==> config.mk <==
export PLATFORM = sky130hd
export DESIGN_NAME = rgb2dram_flat
export DESIGN_NICKNAME = d
export VERILOG_FILES = /design/src/rtl/rgb2dram_if.sv /design/src/rtl/rgb2dram.sv /design/src/flat_wrapper.sv
export SDC_FILE = /design/constraint.sdc
export NUM_CORES = 2
export LEC_CHECK = 0
export CAP_MARGIN = 25
export CELL_PAD_IN_SITES_DETAIL_PLACEMENT = 1
export CELL_PAD_IN_SITES_GLOBAL_PLACEMENT = 2
export CORE_MARGIN = 1.5
export CORE_UTILIZATION = 30
export CTS_CLUSTER_SIZE = 12
export DETAILED_ROUTE_END_ITERATION = 6
export PLACE_DENSITY_LB_ADDON = 0.1
export SYNTH_ARGS = -nofsm -noshare
export SYNTH_HDL_FRONTEND = slang
export SYNTH_MEMORY_MAX_BITS = 65536
export SYNTH_SLANG_ARGS = --single-unit
==> constraint.sdc <==
create_clock -name clk -period 4.2 [get_ports clk]
set_input_delay 0.84 -clock clk [delete_from_list [all_inputs] [get_ports clk]]
set_output_delay 0.84 -clock clk [all_outputs]
set_load 0.02 [all_outputs]
==> src/rtl/rgb2dram_if.sv <==
// Pixel-pipeline and DRAM write-buffer signals of the rgb2dram write-back block.
// "final" is a reserved word, so the frame-complete flag is carried as final_flag.
interface rgb2dram_if;
   logic [31:0] rgb_in;
   logic        rgb_we;
   logic [31:0] addr_in;
   logic        addr_we;
   logic        rgb_full;
   logic        addr_full;
   logic [7:0]  rgb_cnt;
   logic        frame_select;
   logic        kick;
   logic        busy;
   logic [31:0] write_num;
   logic [31:0] write_addr;
   logic        buf_re;
   logic [31:0] buf_dout;
   logic        final_flag;
   logic        err;

   modport slave (
      input  rgb_in, rgb_we, addr_in, addr_we, frame_select, busy, buf_re,
      output rgb_full, addr_full, rgb_cnt, kick, write_num, write_addr,
             buf_dout, final_flag, err
   );

   modport master (
      output rgb_in, rgb_we, addr_in, addr_we, frame_select, busy, buf_re,
      input  rgb_full, addr_full, rgb_cnt, kick, write_num, write_addr,
             buf_dout, final_flag, err
   );
endinterface

==> src/rtl/rgb2dram.sv <==
// Write-back stage: stages pixel words and burst offsets, then issues fixed-length
// kick/busy write bursts to the DRAM controller until the frame's last burst is done.
//
// state  | meaning
// S_IDLE | wait for a full burst of data, an offset and an idle controller
// S_KICK | kick asserted, write_addr valid, waiting for busy
// S_XFER | controller draining the burst, pops counted
// S_DONE | one cycle to decide whether the frame is complete
// S_END  | frame written, final_flag held until reset
module rgb2dram #(
   parameter int          AMOUNT_OF_ONCE = 64,
   parameter int          DEPTH          = 128,
   parameter logic [31:0] OFFSET_END     = 32'd1440000,
   parameter logic [31:0] FRAME0_BASE    = 32'h0000_0000,
   parameter logic [31:0] FRAME1_BASE    = 32'h0100_0000
) (
   input logic      clk,
   input logic      rst_n,
   rgb2dram_if.slave bus
);

   localparam int          PW         = $clog2(DEPTH);
   localparam int          AW         = $clog2(AMOUNT_OF_ONCE);
   localparam logic [7:0]  DEPTH_C    = 8'(DEPTH);
   localparam logic [7:0]  AMOUNT_C   = 8'(AMOUNT_OF_ONCE);
   localparam logic [7:0]  FULL_TH    = 8'(DEPTH - AMOUNT_OF_ONCE);
   localparam logic [AW:0] BURST_LAST = (AW+1)'(AMOUNT_OF_ONCE);

   typedef enum logic [2:0] {S_IDLE, S_KICK, S_XFER, S_DONE, S_END} state_t;

   state_t state, state_n;

   logic [31:0]   mem [DEPTH];
   logic [PW-1:0] wr_ptr, rd_ptr;
   logic [7:0]    cnt;
   logic          push_ok, pop_ok;

   logic [31:0]   off_mem [4];
   logic [1:0]    off_wr, off_rd;
   logic [2:0]    off_cnt;
   logic          off_push_ok;
   logic [31:0]   off_head;

   logic [31:0]   cur_off;
   logic [31:0]   write_addr_r;
   logic [AW:0]   burst_cnt;
   logic          burst_full;
   logic          start;
   logic          err_r;
   logic          err_set;

   assign push_ok     = bus.rgb_we && (cnt != DEPTH_C);
   assign pop_ok      = bus.buf_re && (cnt != 8'd0);
   assign off_push_ok = bus.addr_we && (off_cnt != 3'd4);
   assign off_head    = off_mem[off_rd];
   assign burst_full  = (burst_cnt == BURST_LAST);

   always_ff @(posedge clk) begin
      if (push_ok)     mem[wr_ptr]     <= bus.rgb_in;
      if (off_push_ok) off_mem[off_wr] <= bus.addr_in;
   end

   always_ff @(posedge clk or negedge rst_n) begin
      if (!rst_n) begin
         wr_ptr <= '0;
         rd_ptr <= '0;
         cnt    <= 8'd0;
      end else begin
         if (push_ok) wr_ptr <= wr_ptr + 1'b1;
         if (pop_ok)  rd_ptr <= rd_ptr + 1'b1;
         case ({push_ok, pop_ok})
            2'b10:   cnt <= cnt + 8'd1;
            2'b01:   cnt <= cnt - 8'd1;
            default: cnt <= cnt;
         endcase
      end
   end

   always_ff @(posedge clk or negedge rst_n) begin
      if (!rst_n) begin
         off_wr  <= 2'd0;
         off_rd  <= 2'd0;
         off_cnt <= 3'd0;
      end else begin
         if (off_push_ok) off_wr <= off_wr + 2'd1;
         if (start)       off_rd <= off_rd + 2'd1;
         case ({off_push_ok, start})
            2'b10:   off_cnt <= off_cnt + 3'd1;
            2'b01:   off_cnt <= off_cnt - 3'd1;
            default: off_cnt <= off_cnt;
         endcase
      end
   end

   always_comb begin
      state_n = state;
      start   = 1'b0;
      case (state)
         S_IDLE: begin
            if (!bus.busy && (cnt >= AMOUNT_C) && (off_cnt != 3'd0)) begin
               start   = 1'b1;
               state_n = S_KICK;
            end
         end
         S_KICK: if (bus.busy) state_n = S_XFER;
         S_XFER: if (burst_full && !bus.busy) state_n = S_DONE;
         S_DONE: state_n = (cur_off + 32'(AMOUNT_OF_ONCE) == OFFSET_END) ? S_END : S_IDLE;
         S_END:  state_n = S_END;
         default: state_n = S_IDLE;
      endcase
   end

   // Errors: overflow, underflow, misaligned offset, or pops past the burst length.
   assign err_set = (bus.rgb_we && (cnt == DEPTH_C))
                  || (bus.buf_re && (cnt == 8'd0))
                  || (bus.addr_we && (bus.addr_in[AW-1:0] != '0))
                  || (bus.addr_we && (off_cnt == 3'd4))
                  || ((state == S_XFER) && bus.buf_re && burst_full);

   always_ff @(posedge clk or negedge rst_n) begin
      if (!rst_n) begin
         state        <= S_IDLE;
         cur_off      <= 32'd0;
         write_addr_r <= FRAME1_BASE;
         burst_cnt    <= '0;
         err_r        <= 1'b0;
      end else begin
         state <= state_n;
         if (err_set) err_r <= 1'b1;
         if (start) begin
            cur_off      <= off_head;
            write_addr_r <= (off_head << 2) + (bus.frame_select ? FRAME0_BASE : FRAME1_BASE);
            burst_cnt    <= '0;
         end else if ((state == S_XFER) && pop_ok && !burst_full) begin
            burst_cnt <= burst_cnt + 1'b1;
         end
      end
   end

   assign bus.rgb_full   = (cnt > FULL_TH);
   assign bus.addr_full  = (off_cnt == 3'd4);
   assign bus.rgb_cnt    = cnt;
   assign bus.kick       = (state == S_KICK);
   assign bus.write_num  = 32'(AMOUNT_OF_ONCE);
   assign bus.write_addr = write_addr_r;
   assign bus.buf_dout   = (cnt == 8'd0) ? 32'd0 : mem[rd_ptr];
   assign bus.final_flag = (state == S_END);
   assign bus.err        = err_r;

endmodule

==> src/flat_wrapper.sv <==
// flat-port wrapper written by rule: the top's interface ports become plain ports
module rgb2dram_flat 
#(
   parameter int          AMOUNT_OF_ONCE = 64,
   parameter int          DEPTH          = 128,
   parameter logic [31:0] OFFSET_END     = 32'd1440000,
   parameter logic [31:0] FRAME0_BASE    = 32'h0000_0000,
   parameter logic [31:0] FRAME1_BASE    = 32'h0100_0000
)
  (clk, rst_n, bus_rgb_in, bus_rgb_we, bus_addr_in, bus_addr_we, bus_frame_select, bus_busy, bus_buf_re, bus_rgb_full, bus_addr_full, bus_rgb_cnt, bus_kick, bus_write_num, bus_write_addr, bus_buf_dout, bus_final_flag, bus_err);
  rgb2dram_if bus_i ();
  input logic clk;
  input logic rst_n;
  input wire logic [$bits(bus_i.rgb_in)-1:0] bus_rgb_in;
  input wire logic [$bits(bus_i.rgb_we)-1:0] bus_rgb_we;
  input wire logic [$bits(bus_i.addr_in)-1:0] bus_addr_in;
  input wire logic [$bits(bus_i.addr_we)-1:0] bus_addr_we;
  input wire logic [$bits(bus_i.frame_select)-1:0] bus_frame_select;
  input wire logic [$bits(bus_i.busy)-1:0] bus_busy;
  input wire logic [$bits(bus_i.buf_re)-1:0] bus_buf_re;
  output wire logic [$bits(bus_i.rgb_full)-1:0] bus_rgb_full;
  output wire logic [$bits(bus_i.addr_full)-1:0] bus_addr_full;
  output wire logic [$bits(bus_i.rgb_cnt)-1:0] bus_rgb_cnt;
  output wire logic [$bits(bus_i.kick)-1:0] bus_kick;
  output wire logic [$bits(bus_i.write_num)-1:0] bus_write_num;
  output wire logic [$bits(bus_i.write_addr)-1:0] bus_write_addr;
  output wire logic [$bits(bus_i.buf_dout)-1:0] bus_buf_dout;
  output wire logic [$bits(bus_i.final_flag)-1:0] bus_final_flag;
  output wire logic [$bits(bus_i.err)-1:0] bus_err;
  assign bus_i.rgb_in = bus_rgb_in;
  assign bus_i.rgb_we = bus_rgb_we;
  assign bus_i.addr_in = bus_addr_in;
  assign bus_i.addr_we = bus_addr_we;
  assign bus_i.frame_select = bus_frame_select;
  assign bus_i.busy = bus_busy;
  assign bus_i.buf_re = bus_buf_re;
  assign bus_rgb_full = bus_i.rgb_full;
  assign bus_addr_full = bus_i.addr_full;
  assign bus_rgb_cnt = bus_i.rgb_cnt;
  assign bus_kick = bus_i.kick;
  assign bus_write_num = bus_i.write_num;
  assign bus_write_addr = bus_i.write_addr;
  assign bus_buf_dout = bus_i.buf_dout;
  assign bus_final_flag = bus_i.final_flag;
  assign bus_err = bus_i.err;
  rgb2dram #(.AMOUNT_OF_ONCE(AMOUNT_OF_ONCE), .DEPTH(DEPTH), .OFFSET_END(OFFSET_END), .FRAME0_BASE(FRAME0_BASE), .FRAME1_BASE(FRAME1_BASE)) u_core (.clk(clk), .rst_n(rst_n), .bus(bus_i));
endmodule
Word level (Yosys, flattened, before mapping) --
Memories as Yosys holds them, arrays and structs flattened. Index checks and enable logic that the tools add are counted.
Word-level totals: memory bits (writable) 4224, memories 2, bits of input ports 71, bits in read-only memories 0, bits in latches 0, output and inout bits 109, bits in registers 104
Memory list:
- u_core.mem | words 128, width 32, rd ports 1, clocked after Yosys merged registers in 0, write ports 1, line rgb2dram.sv:33 | logic [31:0] mem [DEPTH];
- u_core.off_mem | words 4, width 32, rd ports 1, clocked after Yosys merged registers in 0, write ports 1, line rgb2dram.sv:38 | logic [31:0] off_mem [4];
Cells by class: eq/ne operators 17, shift-type cells 0, bitwise operators 0, add/sub/neg operators 11, divide/modulo/power cells 0, magnitude comparators 2, reduce and logical (&&, ||, !) cells 29, mux-type cells 17, multipliers 0
Operators by type and width (number):
- 32-bit adder | 1
- 32-bit by 7-bit adder with 32-bit output (second input constant) | 1
- 32-bit by 21-bit == test with 1-bit output (second input constant) | 1
- 32-bit 2-to-1 mux | 1
- 25-bit 2-to-1 mux | 1
- 7-bit by 1-bit adder with 7-bit output (second input constant) | 3
- 8-bit one-hot mux with 2 select lines | 1
- 3-bit one-hot mux with 5 select lines | 1
- 1-bit logical AND | 14
- 7-bit 2-to-1 mux | 2
- 3-bit 2-to-1 mux | 4
- 8-bit by 1-bit adder with 8-bit output (second input constant) | 1
- 8-bit == test (second input constant) | 1
- 8-bit by 7-bit >= comparator with 1-bit output (second input constant) | 1
- 8-bit by 7-bit > comparator with 1-bit output (second input constant) | 1
- 8-bit zero test | 1
- 8-bit inequality test (second input constant) | 1
- 8-bit nonzero test | 1
- 8-bit by 1-bit subtractor with 8-bit output (second input constant) | 1
- 7-bit == test (second input constant) | 1
- 3-bit by 2-bit == test with 1-bit output (second input constant) | 2
- 3-bit == test (second input constant) | 2
- 1-bit 2-to-1 mux | 6
- 3-bit one-hot mux with 2 select lines | 1
- other kinds (16) | 26

Longest topological paths before layout --
depth in word-level cells 7, mapped depth 14

Least setup slack after synthesis --
No wires, ideal clock.
kind in2reg, start input bus_rgb_we, end memory u_core.mem[63][0] (enable), stages 7, slack 0.384 ns, arrival 3.395 ns, library setup time 0.421 ns, path buffers 2, cells stage by stage inv_1 a41oi_1 and2_1 clkbuf_1 nand3_1 clkbuf_1 nor2_1
On the way: cells in the longest elaborated chain, start to end 3
Ends and longest elaborated chain:
- from (decl) | line flat_wrapper.sv:15 | input wire logic [$bits(bus_i.rgb_we)-1:0] bus_rgb_we;
- 1-bit logical AND | line rgb2dram.sv:52 | assign push_ok = bus.rgb_we && (cnt != DEPTH_C);
- 1-bit 2-to-1 mux | line rgb2dram.sv:59 | if (push_ok) mem[wr_ptr] <= bus.rgb_in;
- 1-bit 2-to-1 mux (not written as such) | line rgb2dram.sv:59
- to (decl) | line rgb2dram.sv:33
No other way between the ends.

Worst setup path after layout --
start register u_core.rd_ptr[0], end output bus_buf_dout[31]
On the way: cells in the longest elaborated chain, start to end 2
Ends and longest elaborated chain:
- from (decl) | line rgb2dram.sv:34 | logic [PW-1:0] wr_ptr, rd_ptr;
- from (signal assigned) | line rgb2dram.sv:70 | if (pop_ok) rd_ptr <= rd_ptr + 1'b1;
- memory read 128 x 32 bit
- 32-bit 2-to-1 mux | line rgb2dram.sv:146 | assign bus.buf_dout = (cnt == 8'd0) ? 32'd0 : mem[rd_ptr];
- to (decl) | line flat_wrapper.sv:27 | output wire logic [$bits(bus_i.buf_dout)-1:0] bus_buf_dout;
No other way between the ends.

==> impl_metrics.env <==
export IMPL_grt_use_total_pct=20.53
export IMPL_fp_dieH_um=744.9
export IMPL_cap_violations=0
export IMPL_cts_buffer_depth=4
export IMPL_gp_congestion=0.7587
export IMPL_worstSetupStartpointType="register"
export IMPL_yosysSeqAreaShare_pct=78.03
export IMPL_slew_headroom_pct=17.57
export IMPL_start_util_pct=30.10
export IMPL_viasPerCell=5.103
export IMPL_ys_ff_latch=4304
export IMPL_grt_pass1_wl_um=783300
export IMPL_nNetsFinal=8902
export IMPL_syn_area_per_cell_sq_um=22.37
export IMPL_status="finished with violations"
export IMPL_async_reset_ff_share_pct=1.859
export IMPL_core_region_area_sq_um=548600
export IMPL_core_rowCount=272
export IMPL_netlist_instances=7382
export IMPL_powerDensity_nw_per_um2=687.0
export IMPL_port_buffers=145
export IMPL_finalWirelength_um=578000
export IMPL_violations="setup timing"
export IMPL_dieArea_sq_um=554900
export IMPL_routedWlPerCell_um=35.04
export IMPL_synth_flop_cell="edfxtp_1"
export IMPL_clockRootBuffer="clkbuf_16"
export IMPL_ys_warn_count=0
export IMPL_maxUsedRoutingLayer="met5"
export IMPL_area_delta_synth_final_pct=24.99
export IMPL_met1_length_um=255000
export IMPL_endpoint_kind="primary output"
export IMPL_placed_cell_area_sq_um=185800
export IMPL_dr_wl_met3_um=25190
export IMPL_syn_area_sq_um=165100
export IMPL_seqCellArea_sq_um=128900
export IMPL_drt_iter0_drc=7953
export IMPL_hp_class="input port to register"
export IMPL_setup_slack_ns=-1.157
export IMPL_tightest_slew_ns=1.236
export IMPL_path_clk_slew_ns=0.06
export IMPL_overflow=0
export IMPL_setup_violations=32
export IMPL_clock_latency_ns=1.05
export IMPL_finalSetupTns_ns=-30.97
export IMPL_io_pins=180
export IMPL_cp_required_ns=3.36
export IMPL_final_cell_area_sq_um=206400
export IMPL_tritoncts="built"
export IMPL_pre_cts_slack_ns=-0.8993
export IMPL_grt_pass1_vias=89990
export IMPL_multi_input_comb_area_sq_um=36490
export IMPL_drc=0
export IMPL_drv_slew=0
export IMPL_die_x_um=744.9
export IMPL_htreeDepth=5
export IMPL_hold_violations=0
export IMPL_antenna_found_initial=48
export IMPL_layout_drive_gt1_share_pct=37.13
export IMPL_rsz0062_at_grt="true"
export IMPL_synthDistinctLibCells=67
export IMPL_final_antenna_net_count=0
export IMPL_worst_clock_skew_ns=0.05823
export IMPL_grt_max_degree=129
export IMPL_fmaxAchievable_ghz=0.1867
export IMPL_numCtsBuffers=485
export IMPL_synth_edf_count=4224
export IMPL_finalCritPeriodShare_pct=127.6
export IMPL_irDropWorstVdd_mv=0.4358
export IMPL_cp_arrival_ns=4.52
export IMPL_clock_sinks=4304
export IMPL_vias=84180
export IMPL_min_period_ns=5.357
export IMPL_dr_wl_met2_um=284600
export IMPL_crit_type="register to primary output"
export IMPL_hpwl_um=348400
export IMPL_leakage_uw=0.06612
export IMPL_critPathMaxFanout=7
export IMPL_nFillCells=52210
export IMPL_firstDrtPassIters=5
## cells in the final DEF, fill, tap and decap left out, types with 35 or more instances in the layout
cell / instances
a211oi_1: 42
a21oi_1: 85
a22o_1: 111
a22oi_1: 120
a22oi_2: 35
buf_12: 347
buf_4: 781
buf_6: 122
clkbuf_1: 120
clkbuf_16: 498
clkdlybuf4s50_1: 80
clkinv_1: 113
clkinv_2: 90
dfrtp_1: 71
edfxtp_1: 4224
mux2_2: 70
mux2i_1: 273
mux4_2: 935
nand2_1: 66
nor2_1: 47
nor2_4: 131
o221ai_1: 88
## flip-flops by register name, summed over array words and instances, names as in the netlist, 2 cells and up
name / cells
u_core.state: 3
u_core.off_cnt: 3
u_core.cur_off: 32
u_core.burst_cnt: 7
u_core.bus.write_addr: 8
u_core.mem: 4096
u_core.rd_ptr: 7
u_core.off_rd: 2
u_core.off_wr: 2
u_core.wr_ptr: 7
u_core.off_mem: 128
u_core.bus.rgb_cnt: 8
## kinds of logic after synthesis
family,synth area share [%]
fa+ha+maj,0.1606
compound gates,3.555
xor+xnor,0.1856
mux,15.09
flops,78.03
buf+inv,1.781
other cells,0.004548
simple gates,1.199
## path summary, 6_finish.rpt
path,start,to,slack (ns),depth (start not counted)
max,u_core.rd_ptr[0],bus_buf_dout[31],-1.16,13
min,bus_rgb_in[8],u_core.mem[76][8],0.30,1
max reg2reg,u_core.bus.rgb_cnt[0],u_core.bus.rgb_cnt[7],0.35,14
max in group asynchronous,rst_n,u_core.bus.write_addr[24],2.96,3
min reg2reg,u_core.wr_ptr[2],u_core.wr_ptr[2],0.50,1
min in group asynchronous,rst_n,u_core.bus.write_addr[26],0.41,2
## where the power goes
group | internal (uW) | switching (uW)
combinational | 23300 | 28000
sequential | 48500 | 685
clock | 23700 | 17700
## cells in the mapped netlist (all sizes together) (8+ instances only)
master	number	area share (%)
a311oi	11	0.058
o31ai	16	0.073
mux2	72	0.49
xor2	16	0.085
inv	19	0.043
nand3	33	0.10
nand2b	13	0.049
edfxtp	4224	77
and2	10	0.038
nor2b	19	0.072
buf	306	1.3
o22ai	23	0.087
a211oi	89	0.40
xnor2	19	0.10
o221ai	100	0.53
mux2i	293	1.8
a22oi	155	0.70
and3	12	0.045
mux4	939	13
nand4	8	0.030
nor3	41	0.12
a22o	117	0.62
dfrtp	79	1.2
a221oi	50	0.27
nand2	71	0.16
ha	18	0.14
o21ai	58	0.18
a31oi	11	0.042
a21oi	113	0.34
or4	11	0.050
nor2	180	0.41
clkbuf	176	0.40
## stage by stage
stage               hold WS [ns]  cells  total power, uW  utilization [%]
global route              0.2518  16490           146900            37.62
CTS                       0.1976  16400           142600            37.35
global placement          0.4773  15380            95490            33.87
floorplan                 0.4585   7414            72050                -
detailed placement        0.4890  15380            95660            33.87
finish                    0.2952  16500           141800            37.62
## routing by layer
layer  up-vias  global-route usage, %
li1      34450                      -
met1     47040                  28.55
met2      2070                  34.73
met3       606                  2.366
met4         6                  4.427
met5         -                      0
## critical path, cell delays in order, from the launching register on
cell and delay (ns):
dfrtp_4 0.53, buf_12 0.16, buf_16 0.15, buf_16 0.14, buf_12 0.14, mux4_2 0.53
a22o_1 0.22, a221oi_2 0.23, buf_4 0.23, o22ai_4 0.12, nor3_4 0.57, buf_12 0.18
nor3_4 0.06, buf_6 0.17
## final cells by class
cell class	instances	share of cell area (%)
clock inverter	276	1.176
multi-input combinational	2608	17.68
inverter	20	0.03637
antenna	11	0.01334
tap	7261	4.402
timing repair buffer	1392	8.001
sequential	4304	62.44
clock buffer	624	6.253
## repair_timing
| item | 4_1_cts | 5_1_grt |
|---|---|---|
| setup buffers | 120 | 91 |
| hold buffers | 2 | 0 |
| endpoints found under the setup margin | 32 | 32 |
| cloned | 15 | 7 |
| resized for setup | 448 | 149 |
| pin swaps | 90 | 91 |
| endpoints found under the hold margin | 38 | 0 |
Power figures use the tool's default switching activity.
